File: src/rtl/aes_round_sequencer.sv
// AES-128 encryption round sequencer: walks one block through NR rounds using an
// external SubBytes unit and an external ShiftRows/MixColumns datapath.
module aes_round_sequencer #(
    parameter int NR = 10
) (
    input  logic         clk,
    input  logic         rst,
    input  logic         din_valid,
    output logic         din_ready,
    input  logic [127:0] din,
    output logic [3:0]   rk_idx,
    input  logic         rk_valid,
    input  logic [127:0] rk_data,
    output logic [127:0] sb_din,
    input  logic [127:0] sb_dout,
    output logic [127:0] core_din,
    output logic [1:0]   core_sel,
    input  logic [127:0] core_dout,
    output logic         dout_valid,
    input  logic         dout_ready,
    output logic [127:0] dout
);

    typedef enum logic [1:0] {
        IDLE  = 2'b00,
        ROUND = 2'b01,
        DONE  = 2'b10
    } fsm_t;

    localparam logic [3:0] LAST_ROUND = 4'(NR);

    localparam logic [1:0] SEL_PASS = 2'b00;
    localparam logic [1:0] SEL_FULL = 2'b01;
    localparam logic [1:0] SEL_LAST = 2'b10;

    fsm_t         fsm_q, fsm_d;
    logic [3:0]   round_q, round_d;
    logic [127:0] state_q, state_d;

    always_ff @(posedge clk) begin
        if (rst) begin
            fsm_q   <= IDLE;
            round_q <= 4'd0;
            state_q <= 128'd0;
        end else begin
            fsm_q   <= fsm_d;
            round_q <= round_d;
            state_q <= state_d;
        end
    end

    always_comb begin
        fsm_d      = fsm_q;
        round_d    = round_q;
        state_d    = state_q;
        din_ready  = 1'b0;
        dout_valid = 1'b0;
        rk_idx     = 4'd0;
        sb_din     = state_q;
        core_din   = state_q;
        core_sel   = SEL_PASS;

        case (fsm_q)
            IDLE: begin
                din_ready = 1'b1;
                if (din_valid) begin
                    state_d = din;
                    round_d = 4'd0;
                    fsm_d   = ROUND;
                end
            end

            ROUND: begin
                rk_idx = round_q;
                // Round 0 is only the initial AddRoundKey, so SubBytes is bypassed.
                if (round_q != 4'd0) begin
                    core_din = sb_dout;
                    core_sel = (round_q == LAST_ROUND) ? SEL_LAST : SEL_FULL;
                end
                if (rk_valid) begin
                    state_d = core_dout ^ rk_data;
                    if (round_q == LAST_ROUND) begin
                        round_d = 4'd0;
                        fsm_d   = DONE;
                    end else begin
                        round_d = round_q + 4'd1;
                    end
                end
            end

            DONE: begin
                dout_valid = 1'b1;
                if (dout_ready) begin
                    fsm_d = IDLE;
                end
            end

            default: begin
                fsm_d = IDLE;
            end
        endcase
    end

    assign dout = state_q;

endmodule

File: config.mk
export PLATFORM = sky130hd
export DESIGN_NAME = aes_round_sequencer
export DESIGN_NICKNAME = d
export VERILOG_FILES = /design/src/rtl/aes_round_sequencer.sv
export SDC_FILE = /design/constraint.sdc
export NUM_CORES = 1
export LEC_CHECK = 0
export ABC_AREA = 1
export ABC_CLOCK_PERIOD_IN_PS = 5300
export CORE_AREA = 2 2 357 359
export CTS_BUF_LIST = sky130_fd_sc_hd__clkbuf_8
export DETAILED_ROUTE_END_ITERATION = 10
export DIE_AREA = 0 0 359 361
export PLACE_DENSITY = 0.33
export SETUP_SLACK_MARGIN = 0.02
export SLEW_MARGIN = 30
export SYNTH_ARGS = -nofsm -noshare
export SYNTH_HDL_FRONTEND = slang
export SYNTH_SLANG_ARGS = --single-unit
File: constraint.sdc
create_clock -name clk -period 5.3 [get_ports clk]
set_input_delay 1.59 -clock clk [delete_from_list [all_inputs] [get_ports clk]]
set_output_delay 1.59 -clock clk [all_outputs]
set_load 0.1 [all_outputs]
==> impl_metrics.yaml <==
floorplan:
  pin_count: 909
  die_w_um: 359
  rows: 130
  core-area_um2: 125000
  dieArea_um2: 130000
  start_util_pct: 7.94
  die_h_um: 361
drt:
  antenna_left: 0
  drt_iter0_drc: 663
  drc: 0
  wl_per_cell_um: 22.3
  wirelength_mm: 88.7
  drtPass1Iterations: 5
  vias_per_cell: 3.27
  route.vias.total: 13000
synthesis:
  synth-seq-cells: 134
  syn_area_per_cell_um2: 6.26
  yosysSeqAreaShare_pct: 26.9
  synth.cell_area_um2: 9960
  syn_inst: 1591
  synth_area_leaders: "dfxtp_1, nand2_1, buf_4"
  synthesis.nets: 2111
  synth_top_area_cell: "dfxtp_1"
  ys_types: 17
  synth.top_cell.area_share_pct: 26.9
  yosys_warnings: 0
cts:
  cts_buffers: 17
  clock-root-buffer: "clkbuf_8"
  clk_pin_slew_ns: 0.09
  clk_path_buf_depth: 2
  post_cts_buffers: 0
  h-tree-depth: 4
  clock_latency_ns: 0.56
  cts_resized: 0
  tritoncts: "built"
  cts_hold_buf: 0
  cts_sinks: 134
power:
  p_switching_w: 0.00568
  clockPowerShare_pct: 11.4
  p_leak_nw: 8.56
  p_int_w: 0.00321
  p_comb_share_pct: 72.1
  swShare_pct: 63.8
  powerDensity_nw_per_um2: 429
  p_total_w: 0.00889
  max-vdd-ir-drop_mv: 0.151
  sequentialPowerShare_pct: 16.4
timing:
  setup_tns_ns: 0
  hold_viol: 0
  skew_ns: 0.0154
  min_period_ns: 4.63
  worstMarginPinSlew_ns: 1.04
  max_slew_margin_pct: 30.5
  fmax_mhz: 216
  slew_viol_final: 0
  rsz0062_at_grt: "false"
  setup_viol: 0
  fin_crit_sh_pct: 87.3
global_routing:
  grt_pass1_vias: 13300
  grtUsageTotal_pct: 13.3
  grt_pass1_wl_mm: 119
  grt_overflow: 0
  grt_start_max_net_pins: 117
  antenna_found_initial: 25
layout:
  num-fill-cells: 14400
  nets: 2829
  stdcell_count: 3978
  multi_input_area_um2: 5740
  drive_gt1_share_pct: 10.7
  syn2layout_area_growth_pct: 108
  seq_area_um2: 2680
place:
  dp.cells: 3940
  hpwl_mm: 72.9
  io_buffer_count: 908
  gp_congestion: 0.844
min_path:
  hp-class: "register to register"
  hold_start: "round_q[0]"
  whs_path_depth: 2
  hold-path-endpoint: "round_q[0]"
setup_path:
  r2r_slack_ns: 2.98
  cp-end-kind: "output port"
  cp-start-kind: "register"
  crit_type: "register to output port"
  critPathSlowestCell: "inv_8"
  r2r_start: "fsm_q[0]"
  r2r-end: "dout[91]"
  reg2reg_depth: 6
  required_ns: 3.71
  worstPathArrival_ns: 3.04
  crit_path_max_incr_delay_ns: 0.40
  critical_path.max_fanout: 54
  critical_path.top_delay_family: "buffers and inverters"
  crit_chain: "inv_1, nand2_8, inv_8, nand2_4, buf_12, nand2_1, nand2_1, buf_12"
  cp.buffers_inverters: 4
flow_run:
  maxCapViolCount: 0
run_status:
  status: "completed"
## through the flow
step / worst slack, ns / cell area (um2) / hold WS, ns / utilization, %
final: 0.674 / 20700 / 0.549 / 16.5
after global routing: 0.360 / 20700 / 0.589 / 16.5
after CTS: 0.428 / 20700 / 0.547 / 16.5
after detailed placement: 0.876 / 20300 / 0.529 / 16.2
after global placement: 0.864 / 20500 / 0.517 / 16.3
after floorplan: 1.39 / 9960 / 0.487 / -
## worst max-delay path by stage
stage          depth (start not counted)             to          from
6_report                               8   core_din[97]      fsm_q[1]
2_1_floorplan                          2  core_din[100]  sb_dout[100]
3_5_place_dp                           4   core_din[15]   sb_dout[15]
4_1_cts                                7   core_din[97]      fsm_q[0]
5_1_grt                                8   core_din[97]      fsm_q[1]
3_3_place_gp                           4    core_din[9]    sb_dout[9]
## routing by layer
metal	track usage, %	vias up	part of all wire [%]
met3	3.95	65	6.4
met1	16.8	5980	44
met5	0	-	0.0068
met2	22.7	562	48
li1	-	6400	-
met4	2.07	2	1.1
## logic make-up (layout without fill, tap and decap cells)
family | count (synthesis) | count (layout) | synth area share (%)
buf+inv | 253 | 982 | 16.0
compound gates | 258 | 258 | 13.0
fa+ha+maj | 3 | 3 | 0.377
simple gates | 815 | 815 | 32.5
other cells | 0 | 8 | 0
flops | 134 | 134 | 26.9
xor+xnor | 128 | 128 | 11.3
## Yosys cell counts
master / number
inv_1: 11
buf_1: 2
nor2_2: 1
nand2_1: 531
o21ai_0: 101
buf_4: 151
dfxtp_1: 134
inv_2: 1
buf_2: 59
nand2_2: 3
clkbuf_1: 29
nand3_1: 137
a21oi_1: 130
ha_1: 3
o21ai_1: 27
nor2_1: 143
xor2_1: 128
## worst min-delay path, stage by stage (launching register included)
cell	delay [ns]
dfxtp_1	0.35
a21oi_1	0.12
nor2_1	0.05
## layout make-up
type                    instances  share of cell area [%]
multi-input cells            1204                    27.7
clock inverters                11                   0.652
inverters                      12                   0.290
diodes                          8                  0.0966
well taps                    1650                    9.96
repair buffers                940                    47.1
flip-flops and latches        134                    12.9
clock buffers                  19                    1.26
## cell usage in the layout (no fill, tap or decap), types with 27 or more instances in the layout
cell type,Yosys,layout
a21oi_1,130,130
buf_12,0,77
buf_2,59,31
buf_4,151,105
clkdlybuf4s50_1,0,727
dfxtp_1,134,134
nand2_1,531,530
nand3_1,137,136
nor2_1,143,143
o21ai_0,101,101
o21ai_1,27,27
xor2_1,128,128
## registers in the layout (all words and copies together), names as in the netlist
signal and cells:
round_q 4, dout 128, fsm_q 2
## power groups by stage
stage                     combinational [W]  sequential (W)  clock, W
after CTS                           0.00651         0.00148   0.00112
final                               0.00641         0.00146   0.00101
after detailed placement            0.00649         0.00150         0
after floorplan                     0.00348         0.00245         0
after global placement              0.00654         0.00150         0
after global routing                0.00667         0.00150   0.00114
No activity file was read; power rests on OpenSTA's default activity.
